## src/rtl/conv_cmd_pkg.sv

```systemverilog
// Shared definitions for the convolution command sequencer: instruction field
// positions and the sequencing FSM state encoding.
package conv_cmd_pkg;

  typedef enum logic [2:0] {
    ST_IDLE,
    ST_LOAD,
    ST_START,
    ST_RUN,
    ST_DONE
  } state_t;

  // Compute instruction word {Reg_7,Reg_6,Reg_5,Reg_4}
  localparam int ZP1_MSB    = 127, ZP1_LSB    = 120;
  localparam int ZP3_MSB    = 119, ZP3_LSB    = 112;
  localparam int WDDR_BIT   = 97;
  localparam int RDDR_BIT   = 96;
  localparam int ENCIN_BIT  = 63;
  localparam int PAD_BIT    = 62;
  localparam int STRIDE_BIT = 61;
  localparam int ZNUM_MSB   = 60,  ZNUM_LSB   = 58;
  localparam int LEAKY_BIT  = 57;
  localparam int ROWIN_MSB  = 42,  ROWIN_LSB  = 32;
  localparam int CHIN_MSB   = 31,  CHIN_LSB   = 22;
  localparam int ROWOUT_MSB = 21,  ROWOUT_LSB = 11;
  localparam int CHOUT_MSB  = 9,   CHOUT_LSB  = 0;

  // Para instruction word {Reg_4,Reg_5}
  localparam int WNUM_MSB   = 63,  WNUM_LSB   = 48;
  localparam int BNUM_MSB   = 47,  BNUM_LSB   = 40;
  localparam int C11P_BIT   = 33;
  localparam int C11_BIT    = 32;
  localparam int WCIN_MSB   = 31,  WCIN_LSB   = 22;
  localparam int WCOUT_MSB  = 9,   WCOUT_LSB  = 0;

endpackage

```

## src/rtl/cmd_fifo.sv

```systemverilog
// Synchronous FIFO for compute instructions; a push while full is dropped,
// and full is evaluated before any same-cycle pop.
module cmd_fifo #(
  parameter int DEPTH = 4,
  parameter int CNT_W = 3,
  parameter int W     = 128
) (
  input  logic             clk,
  input  logic             rst,
  input  logic             push,
  input  logic             pop,
  input  logic [W-1:0]     din,
  output logic [W-1:0]     dout,
  output logic [CNT_W-1:0] count,
  output logic             full,
  output logic             empty
);

  localparam int AW = $clog2(DEPTH);

  logic [W-1:0]  mem [DEPTH];
  logic [AW-1:0] wr_ptr, rd_ptr;
  logic          push_ok, pop_ok;

  assign full    = (count == CNT_W'(DEPTH));
  assign empty   = (count == '0);
  assign push_ok = push & ~full;
  assign pop_ok  = pop & ~empty;
  assign dout    = mem[rd_ptr];

  // NOTE: storage has no reset; count and pointers alone define validity.
  always_ff @(posedge clk) begin
    if (push_ok) mem[wr_ptr] <= din;
  end

  // NOTE: sequential state uses non-blocking assignments so every register
  // samples pre-edge values regardless of statement order.
  always_ff @(posedge clk or negedge rst) begin
    if (!rst) begin
      wr_ptr <= '0;
      rd_ptr <= '0;
      count  <= '0;
    end else begin
      if (push_ok) wr_ptr <= wr_ptr + AW'(1);
      if (pop_ok)  rd_ptr <= rd_ptr + AW'(1);
      case ({push_ok, pop_ok})
        2'b10:   count <= count + CNT_W'(1);
        2'b01:   count <= count - CNT_W'(1);
        default: count <= count;
      endcase
    end
  end

endmodule

```

## src/rtl/conv_cmd_sequencer.sv

```systemverilog
// Instruction front-end for the convolution pipeline: queues compute commands,
// holds a para command, decodes fields and sequences each layer to completion.
module conv_cmd_sequencer
  import conv_cmd_pkg::*;
#(
  parameter int QUEUE_DEPTH = 4,
  parameter int CNT_W       = 3,
  parameter int TIMEOUT_W   = 24
) (
  input  logic             clk,
  input  logic             rst,
  input  logic             cmd_valid,
  output logic             cmd_ready,
  input  logic             cmd_type,
  input  logic [127:0]     cmd_data,
  output logic             next_reg,
  output logic             start_cu,
  output logic             start_pa,
  input  logic             conv_complete,
  input  logic             stride_complete,
  output logic             layer_done,
  output logic             busy,
  output logic [CNT_W-1:0] queue_count,
  output logic             err,
  output logic [7:0]       zero_point1,
  output logic [7:0]       zero_point3,
  output logic             write_ddr,
  output logic             read_ddr,
  output logic             en_cin_sel,
  output logic             padding,
  output logic             stride,
  output logic             leaky,
  output logic [2:0]       zero_num,
  output logic [10:0]      row_num_in,
  output logic [10:0]      row_num_out,
  output logic [9:0]       ch_in_num,
  output logic [9:0]       ch_out_num,
  output logic [15:0]      weight_num,
  output logic [7:0]       bias_num,
  output logic             conv11,
  output logic             conv11_par,
  output logic [9:0]       w_ch_in,
  output logic [9:0]       w_ch_out,
  input  logic             s_valid,
  output logic             s_ready,
  output logic             g33_valid,
  output logic             g11_valid,
  input  logic             g33_ready,
  input  logic             g11_ready
);

  state_t               state, state_nxt;
  logic [127:0]         head;
  logic                 fifo_full, fifo_empty, fifo_push, fifo_pop, para_push;
  logic [63:0]          para_slot;
  logic                 para_pending, para_used;
  logic                 cc_seen, sc_seen, both_done;
  logic [TIMEOUT_W-1:0] wd_cnt;
  logic                 wd_max, wd_expired;
  logic                 unused_bits;

  // Para is locked only while a layer may still be consuming the slot.
  assign cmd_ready = cmd_type ? ~(para_pending & (state != ST_IDLE)) : ~fifo_full;
  assign fifo_push = cmd_valid & cmd_ready & ~cmd_type;
  assign para_push = cmd_valid & cmd_ready & cmd_type;
  assign fifo_pop  = (state == ST_DONE);
  assign both_done = (cc_seen | conv_complete) & (sc_seen | stride_complete);
  assign wd_max    = &wd_cnt;

  cmd_fifo #(.DEPTH(QUEUE_DEPTH), .CNT_W(CNT_W), .W(128)) u_fifo (
    .clk   (clk),
    .rst   (rst),
    .push  (fifo_push),
    .pop   (fifo_pop),
    .din   (cmd_data),
    .dout  (head),
    .count (queue_count),
    .full  (fifo_full),
    .empty (fifo_empty)
  );

  always_ff @(posedge clk or negedge rst) begin
    if (!rst) state <= ST_IDLE;
    else      state <= state_nxt;
  end

  // NOTE: default assignment first so no path through always_comb infers a latch.
  always_comb begin
    state_nxt = state;
    case (state)
      ST_IDLE:  if (!fifo_empty) state_nxt = ST_LOAD;
      ST_LOAD:  state_nxt = ST_START;
      ST_START: state_nxt = ST_RUN;
      ST_RUN:   if (both_done || wd_max) state_nxt = ST_DONE;
      ST_DONE:  state_nxt = ST_IDLE;
      default:  state_nxt = ST_IDLE;
    endcase
  end

  always_comb begin
    next_reg   = (state == ST_LOAD);
    start_cu   = (state == ST_START);
    start_pa   = (state == ST_START) & para_used;
    layer_done = (state == ST_DONE) & ~wd_expired;
    busy       = (state != ST_IDLE);
    g11_valid  = 1'b0;
    g33_valid  = 1'b0;
    s_ready    = 1'b0;
    if (state == ST_RUN) begin
      g11_valid = conv11 & s_valid;
      g33_valid = ~conv11 & s_valid;
      s_ready   = conv11 ? g11_ready : g33_ready;
    end
  end

  always_ff @(posedge clk or negedge rst) begin
    if (!rst) begin
      para_slot    <= '0;
      para_pending <= 1'b0;
      para_used    <= 1'b0;
      cc_seen      <= 1'b0;
      sc_seen      <= 1'b0;
      wd_cnt       <= '0;
      wd_expired   <= 1'b0;
      err          <= 1'b0;
      zero_point1  <= '0;
      zero_point3  <= '0;
      write_ddr    <= 1'b0;
      read_ddr     <= 1'b0;
      en_cin_sel   <= 1'b0;
      padding      <= 1'b0;
      stride       <= 1'b0;
      zero_num     <= '0;
      leaky        <= 1'b0;
      row_num_in   <= '0;
      ch_in_num    <= '0;
      row_num_out  <= '0;
      ch_out_num   <= '0;
      weight_num   <= '0;
      bias_num     <= '0;
      conv11_par   <= 1'b0;
      conv11       <= 1'b0;
      w_ch_in      <= '0;
      w_ch_out     <= '0;
    end else begin
      if (para_push) begin
        para_slot    <= cmd_data[63:0];
        para_pending <= 1'b1;
      end else if (state == ST_START && para_used) begin
        para_pending <= 1'b0;
      end

      if (state == ST_LOAD) begin
        para_used   <= para_pending;
        zero_point1 <= head[ZP1_MSB:ZP1_LSB];
        zero_point3 <= head[ZP3_MSB:ZP3_LSB];
        write_ddr   <= head[WDDR_BIT];
        read_ddr    <= head[RDDR_BIT];
        en_cin_sel  <= head[ENCIN_BIT];
        padding     <= head[PAD_BIT];
        stride      <= head[STRIDE_BIT];
        zero_num    <= head[ZNUM_MSB:ZNUM_LSB];
        leaky       <= head[LEAKY_BIT];
        row_num_in  <= head[ROWIN_MSB:ROWIN_LSB];
        ch_in_num   <= head[CHIN_MSB:CHIN_LSB];
        row_num_out <= head[ROWOUT_MSB:ROWOUT_LSB];
        ch_out_num  <= head[CHOUT_MSB:CHOUT_LSB];
        if (para_pending) begin
          weight_num <= para_slot[WNUM_MSB:WNUM_LSB];
          bias_num   <= para_slot[BNUM_MSB:BNUM_LSB];
          conv11_par <= para_slot[C11P_BIT];
          conv11     <= para_slot[C11_BIT];
          w_ch_in    <= para_slot[WCIN_MSB:WCIN_LSB];
          w_ch_out   <= para_slot[WCOUT_MSB:WCOUT_LSB];
        end
      end

      if (state == ST_RUN) begin
        if (conv_complete)   cc_seen <= 1'b1;
        if (stride_complete) sc_seen <= 1'b1;
        wd_cnt <= wd_cnt + TIMEOUT_W'(1);
        // Completion wins if it lands on the same cycle as the timeout.
        if (wd_max && !both_done) begin
          wd_expired <= 1'b1;
          err        <= 1'b1;
        end
      end else begin
        wd_cnt <= '0;
      end

      if (state == ST_DONE) begin
        cc_seen    <= 1'b0;
        sc_seen    <= 1'b0;
        wd_expired <= 1'b0;
      end

      if ((conv_complete || stride_complete) && state != ST_RUN) err <= 1'b1;
    end
  end

  assign unused_bits = ^{head[111:98], head[95:64], head[56:43], head[10],
                         para_slot[39:34], para_slot[21:10]};

endmodule

```

## config.mk

```make
export PLATFORM = sky130hd
export DESIGN_NAME = conv_cmd_sequencer
export DESIGN_NICKNAME = d
export VERILOG_FILES = /design/src/rtl/conv_cmd_pkg.sv /design/src/rtl/cmd_fifo.sv /design/src/rtl/conv_cmd_sequencer.sv
export SDC_FILE = /design/constraint.sdc
export NUM_CORES = 1
export LEC_CHECK = 0
export ABC_AREA = 1
export CORE_MARGIN = 2
export CORE_UTILIZATION = 50
export DETAILED_ROUTE_END_ITERATION = 10
export GPL_ROUTABILITY_DRIVEN = 1
export GPL_TIMING_DRIVEN = 1
export PLACE_DENSITY_LB_ADDON = 0.05
export SLEW_MARGIN = 5
export SYNTH_ARGS = -nofsm -noshare
export SYNTH_HDL_FRONTEND = slang
export SYNTH_SLANG_ARGS = --single-unit
export TNS_END_PERCENT = 50
```

## constraint.sdc

```tcl
create_clock -name clk -period 5.6 [get_ports clk]
set_input_delay 0.56 -clock clk [delete_from_list [all_inputs] [get_ports clk]]
set_output_delay 0.56 -clock clk [all_outputs]
set_load 0.1 [all_outputs]
```

==> summary.md, run 1 <==
| Metric | Value |
|---|---|
| Highest clock frequency the design can meet | 247 MHz |
| Status | finished clean |
| Worst Setup EP | g33_valid |
| Via Count | 12,100 |
| Mux cell area share after synthesis | 0.0613% |
| Number of port buffers | 215 |
| Crit Path Class | flip-flop to output pin |
| CP max-delay cell | clkdlybuf4s50_1 |
| Max-cap violations | 0 |
| Critical Path Most Common Cell | nand2_1 |
| Ratio of cells with drive above 1 in the final layout | 6.80% |
| Depth of the most critical reg-to-reg path | 8 |
| Share of synthesized area occupied by flip-flops and latches | 71.0% |
| Die Outline Area | 0.0383 mm2 |
| Remaining antenna violation count after routing | 0 |
| Resize count post-CTS | 0 |
| Setup violation total in the final timing report | 0 |
| Average via count per standard cell | 5.11 |
| I/O Pins | 263 |
| Simple-Gate Fraction of Synth Area | 15.2% |
| Wire length of the first global-routing pass | 64,600 um |
| Most used flip-flop cell after synthesis | edfxtp_1 |
| Max-slew headroom | 27.2% |
| Share of async-settable or async-resettable flops after synthesis | 42.6% |
| Final hold violations | 0 |
| Endpoint type of the worst setup path | output pin |
| RSZ-0062 raised after global routing | no |
| Fraction of the mapped netlist area in compound gates | 8.73% |
| Yosys cell types | 35 |
| Detailed Place HPWL | 23,500 um |
| Category of the worst setup path launch point | flip-flop |
| Setup repair bufs after CTS | 0 |
| Die Y | 196 um |
| Adder-cell share of the synthesized area | 0.518% |
| Number of fillers in the final layout | 2,921 |
| Master cell of the clock root buffer | clkbuf_16 |
| Register bit total from synthesis | 467 |
| Antenna violations before repair | 3 |
| Crit path required time | 5.04 ns |
| Die Span X | 196 um |
| Max-slew violations | 0 |
| Largest net degree at the start of global routing | 100 |
| Largest buffer count on any clock path | 3 |
| Reg clk slew, reported paths | 0.06 ns |
| Syn Inst Count | 1,659 |
| Worst R2R End | bias_num[7]$_DFFE_PN0P_ |
| Syn Std Cell Area | 0.0184 mm2 |
| Type of the tightest min-delay check | primary input to async pin |
| Number of design-rule violations left by the first detailed-router iteration | 672 |
| Global-route usage over all layers | 21.8% |
| H-tree levels | 2 |
| CP peak stage delay | 1.14 ns |
| Syn nets | 1,803 |
| Clock Sinks | 467 |
| Wire length per cell | 17.2 um |
| Transition time at the pin with the least slew margin | 1.09 ns |
| Core area | 0.0363 mm2 |
| Critical-path maximum fanout | 20 |
| Clock tree from TritonCTS | done |
| Via count of the first global-routing pass | 11,900 |
| Growth of design area from synthesis to finish | 21.9% |
| Worst reg2reg startpoint | state[2]$_DFFE_PN0P_ |
| Final core utilization | 61.6% |
| Initial core utilization | 50.5% |
| Crit path DAT | 3.49 ns |
| Critical path origin | state[2]$_DFFE_PN0P_ |
| Period utilisation layout | 72.4% |
| Ordered list of cells on the worst path | nor2_2 -> nand2_1 -> inv_1 -> nand2_1 -> nor2_1 -> clkdlybuf4s50_1 |
| Worst Skew | 0.0104 ns |
| Aggregate routed wire length | 40,700 um |
| TritonRoute pass-1 iters | 5 |
| Row cnt | 70 |
| Setup TNS | 0 ns |
| Insertion delay of the later-clocked pin in the worst-skew pair | 0.58 ns |
| Number of hold-repair buffers added at the cts stage | 0 |
| Fraction of synthesized cell area in xor and xnor cells | 0.334% |
| Per-instance average area after synthesis | 11.1 um2 |
| CTS buffer count | 48 |
| Warnings from Yosys | 0 |
| Weighted congestion at the end of routability-driven global placement | 0.793 |
| Shortest period the worst path allows | 4.05 ns |
| Net count of the finished layout | 2,001 |
| Remaining Overflow, GRT | 0 |
| Main combinational cell family by area after synthesis | simple AND/OR/NAND/NOR gates |
| Count of flip-flops with a built-in enable after synthesis | 268 |
| Post-route DRC | 0 |
| Register-to-register setup slack | 2.14 ns |
-- synth_stat cells (2+ instances only) --
master / count / area share, %
buf_2: 25 / 0.68
xnor2_1: 4 / 0.19
xor2_1: 3 / 0.14
nor3b_1: 2 / 0.082
inv_1: 79 / 1.6
buf_6: 6 / 0.37
dfrtp_1: 199 / 27
a21oi_2: 23 / 1.1
o21ai_1: 53 / 1.4
clkbuf_1: 33 / 0.67
nand2_1: 363 / 7.4
edfxtp_1: 268 / 44
buf_4: 19 / 0.78
nor2_2: 3 / 0.10
nand3_1: 34 / 0.93
nor3_1: 4 / 0.11
nand3b_1: 2 / 0.082
nand2_2: 3 / 0.10
o21ai_0: 207 / 5.6
inv_2: 4 / 0.082
nor2_1: 289 / 5.9
and2_1: 2 / 0.068
ha_1: 6 / 0.41
a21oi_1: 17 / 0.46
-- sequential cells by signal, indices dropped and copies added, names as in the netlist, 2 cells and up --
register and count:
ch_out_num 10, u_fifo.rd_ptr 2, wd_cnt 24, bias_num 8, u_fifo.mem 268, u_fifo.count 3
zero_point1 8, zero_num 3, ch_in_num 10, weight_num 16, para_slot 46, state 3
u_fifo.wr_ptr 2, row_num_out 11, w_ch_out 10, w_ch_in 10, row_num_in 11, zero_point3 8
-- layout by cell type (no fill, tap or decap), types with 34 or more instances in the layout --
| cell | count |
|---|---|
| dfrtp_1 | 197 |
| clkbuf_16 | 50 |
| nor2_1 | 285 |
| o21ai_1 | 53 |
| clkdlybuf4s50_1 | 214 |
| nand3_1 | 34 |
| o21ai_0 | 207 |
| nand2_1 | 362 |
| inv_1 | 79 |
| edfxtp_1 | 268 |
-- layout make-up --
class / instances / area (um2) / area share, %
antenna: 2 / 5.00 / 0.0224
clock buffer: 70 / 1350 / 6.02
clock inverter: 20 / 210 / 0.939
inverter: 83 / 317 / 1.41
multi-input combinational: 1025 / 4600 / 20.5
sequential: 467 / 13000 / 58.2
tap: 468 / 586 / 2.62
timing repair buffer: 232 / 2280 / 10.2
-- worst min path at each step --
stage	end	start	slack (ns)
final	wd_cnt[5]$_DFF_PN0_	rst	0.01
after global routing	wd_cnt[2]$_DFF_PN0_	rst	0.11
after CTS	wd_cnt[2]$_DFF_PN0_	rst	0.06
after detailed placement	bias_num[6]$_DFFE_PN0P_	bias_num[6]$_DFFE_PN0P_	0.46
after global placement	err$_DFFE_PN0P_	err$_DFFE_PN0P_	0.46
after floorplan	bias_num[0]$_DFFE_PN0P_	rst	0.26
-- routing by layer --
metal  global-route usage (%)  share of wire [%]
met1                     29.2                 44
met2                     35.7                 48
met3                     5.06                6.3
met4                     6.45                1.8
met5                        0                  0
-- worst max-delay path: cells and delay by family (launching register included) --
family,cells,cell delay (ns)
flops,1,0.42
buf+inv,2,1.75
simple gates,4,0.73
-- metrics by stage --
step           cells  setup WS [ns]  area [um2]  hold WS [ns]
2_1_floorplan   1659          0.717       18400         0.264
3_3_place_gp    2275           2.14       20800         0.456
3_5_place_dp    2275           2.11       20800         0.462
4_1_cts         2365           1.48       22400        0.0579
5_1_grt         2365           1.33       22400         0.109
6_report        2367           1.55       22400       0.00991
-- cell families after synthesis --
group,after synthesis
AO/OA/AOI/OAI,302
XOR/XNOR,7
adder cells (fa/ha/maj),7
buffers and inverters,167
flip-flops,467
multiplexers,1
AND/OR/NAND/NOR,708
Power of run 1 is not shown: default switching activity piles up to over one toggle a cycle in this logic, so the estimate is an artifact.
==> run 2: changes to the inputs <==
--- a/config.mk
+++ b/config.mk
@@ -7,7 +7,7 @@
 export LEC_CHECK = 0
 export ABC_AREA = 1
 export CORE_MARGIN = 2
-export CORE_UTILIZATION = 50
+export CORE_UTILIZATION = 49
 export DETAILED_ROUTE_END_ITERATION = 10
 export GPL_ROUTABILITY_DRIVEN = 1
 export GPL_TIMING_DRIVEN = 1
==> constraint.sdc (replaced) <==
create_clock -name clk -period 3.3 [get_ports clk]
set_input_delay 0.33 -clock clk [delete_from_list [all_inputs] [get_ports clk]]
set_output_delay 0.33 -clock clk [all_outputs]
set_load 0.1 [all_outputs]
==> summary.md, run 2 (same netlist as run 1, synthesis figures left out) <==
| Metric | Value |
|---|---|
| CTS buffer count | 48 |
| Remaining Overflow, GRT | 0 |
| CP peak stage delay | 1.16 ns |
| Commonest non-fill, non-tap cells in the layout | nand2_1, nor2_1, edfxtp_1 |
| CP max-delay cell | clkdlybuf4s50_1 |
| Max-slew headroom | 27.7% |
| Period utilisation layout | 75.6% |
| Wire length of the first global-routing pass | 65,100 um |
| Post-layout worst setup margin | 0.806 ns |
| Resize count post-CTS | 0 |
| Die Y | 198 um |
| Combined area of the multi-input logic cells | 0.00460 mm2 |
| Sequential cell area in the final layout | 0.0130 mm2 |
| H-tree levels | 2 |
| Endpoint type of the worst setup path | output pin |
| Number of design-rule violations left by the first detailed-router iteration | 641 |
| Via count of the first global-routing pass | 11,900 |
| Global routing met2 resource utilization | 35.7% |
| Final Cell Area | 0.0225 mm2 |
| Aggregate routed wire length | 41,200 um |
| Status | finished clean |
| TritonRoute pass-1 iters | 5 |
| Max-cap violations | 0 |
| Number of hold-repair buffers added at the cts stage | 1 |
| Number of flip-flops under the largest register name | 268 |
| Insertion delay of the later-clocked pin in the worst-skew pair | 0.58 ns |
| Most flops, register | u_fifo.mem |
| Final hold violations | 0 |
| CP top delay family | buffers and inverters |
| Clock Sinks | 467 |
| Row cnt | 70 |
| RSZ-0062 raised after global routing | no |
| Post-place instance area | 0.0210 mm2 |
| Setup TNS | 0 ns |
| Clock tree from TritonCTS | done |
| Reg clk slew, reported paths | 0.06 ns |
| Setup repair bufs after CTS | 0 |
| Growth of design area from synthesis to finish | 22.8% |
| Ordered list of cells on the worst path | clkdlybuf4s50_1 |
| Number of port buffers | 215 |
| Category of the worst setup path launch point | flip-flop |
| Global-route usage over all layers | 21.6% |
| Dpl ws | 0.871 ns |
| Wire length per cell | 17.3 um |
| Shortest period the worst path allows | 2.49 ns |
| Crit path DAT | 2.16 ns |
| Detailed Place HPWL | 23,700 um |
| Global Route met1 Usage | 28.3% |
| Worst Skew | 0.0228 ns |
| Most crowded layer after global routing | met2 |
| Weighted congestion at the end of routability-driven global placement | 0.796 |
| Via Count | 12,200 |
| Initial core utilization | 49.9% |
| Largest buffer count on any clock path | 3 |
| Die Span X | 198 um |
| Master cell of the clock root buffer | clkbuf_16 |
| Most common cell after layout, fill and taps aside | nand2_1 |
| Largest net degree at the start of global routing | 136 |
| Critical-path maximum fanout | 2 |
| Highest clock frequency the design can meet | 401 MHz |
| Post-route DRC | 0 |
| Ratio of cells with drive above 1 in the final layout | 8.18% |
| Core area | 0.0368 mm2 |
| Number of fillers in the final layout | 3,036 |
| Remaining antenna violation count after routing | 0 |
| Net count of the finished layout | 2,010 |
| Transition time at the pin with the least slew margin | 1.08 ns |
| Final core utilization | 61.3% |
| I/O Pins | 263 |
| Average via count per standard cell | 5.12 |
| Setup violation total in the final timing report | 0 |
| Met3 demand-to-capacity share in global routing | 4.32% |
| Die Outline Area | 0.0390 mm2 |
| Regs by FF count | u_fifo.mem: 268 flops, para_slot: 46 flops, wd_cnt: 24 flops |
| Type of the tightest min-delay check | primary input to flip-flop |
| Buffering stage count on the worst path with inverters included | 1 |
| Max-slew violations | 0 |
| Crit Path Class | flip-flop to output pin |
| Crit path required time | 2.97 ns |
| Antenna violations before repair | 4 |
run 2: cell count changes in the layout (fill, tap and decap cells not counted), sizes merged:
cell	before	now
buf	18	37
bufinv	4	3
clkbuf	70	72
clkdlybuf4s50	214	203
clkinv	13	12
clkinvlp	3	2
dlygate4sd3	0	1
inv	83	84
run 2: layout make-up:
class / count / area share, %
Antenna cell: 2 / 0.0222
Clock buffer: 72 / 6.13
Clock inverter: 18 / 0.783
Inverter: 83 / 1.40
Multi-Input combinational cell: 1025 / 20.4
Sequential cell: 467 / 57.8
Tap cell: 468 / 2.60
Timing Repair Buffer: 241 / 10.8
run 2: per-layer routing:
| metal | part of all wire, % | vias up |
|---|---|---|
| met4 | 2.9 | 0 |
| met1 | 44 | 5871 |
| met2 | 48 | 293 |
| li1 | - | 5938 |
| met5 | 0 | - |
| met3 | 5.5 | 62 |
run 2: tightest hold or removal path, delay by kind of cell:
family / cells / cell delay [ns]
buffers and inverters: 2 / 0.43
AO/OA/AOI/OAI: 1 / 0.07
run 2: path summary, 6_finish.rpt:
check | end | cells after the start | startpoint | slack (ns)
max in group asynchronous | row_num_out[4]$_DFFE_PN0P_ | 3 | rst | 2.02
setup / recovery | row_num_in[7] | 1 | row_num_in[7]$_DFFE_PN0P_ | 0.81
hold / removal | para_slot[51]$_DFFE_PN0P_ | 3 | cmd_data[51] | 0.30
min in group asynchronous | wd_cnt[4]$_DFF_PN0_ | 2 | rst | 0.43
setup reg to reg | u_fifo.count[2]$_DFFE_PN0P_ | 10 | u_fifo.count[0]$_DFFE_PN0P_ | 1.13
hold reg to reg | bias_num[6]$_DFFE_PN0P_ | 2 | bias_num[6]$_DFFE_PN0P_ | 0.47
run 2: stage by stage:
stage	hold slack [ns]	cells
floorplan	0.0344	1659
global placement	0.457	2283
detailed placement	0.458	2283
CTS	0.274	2374
global route	0.313	2375
finish	0.304	2376
Power of run 2 is left out for the same reason.
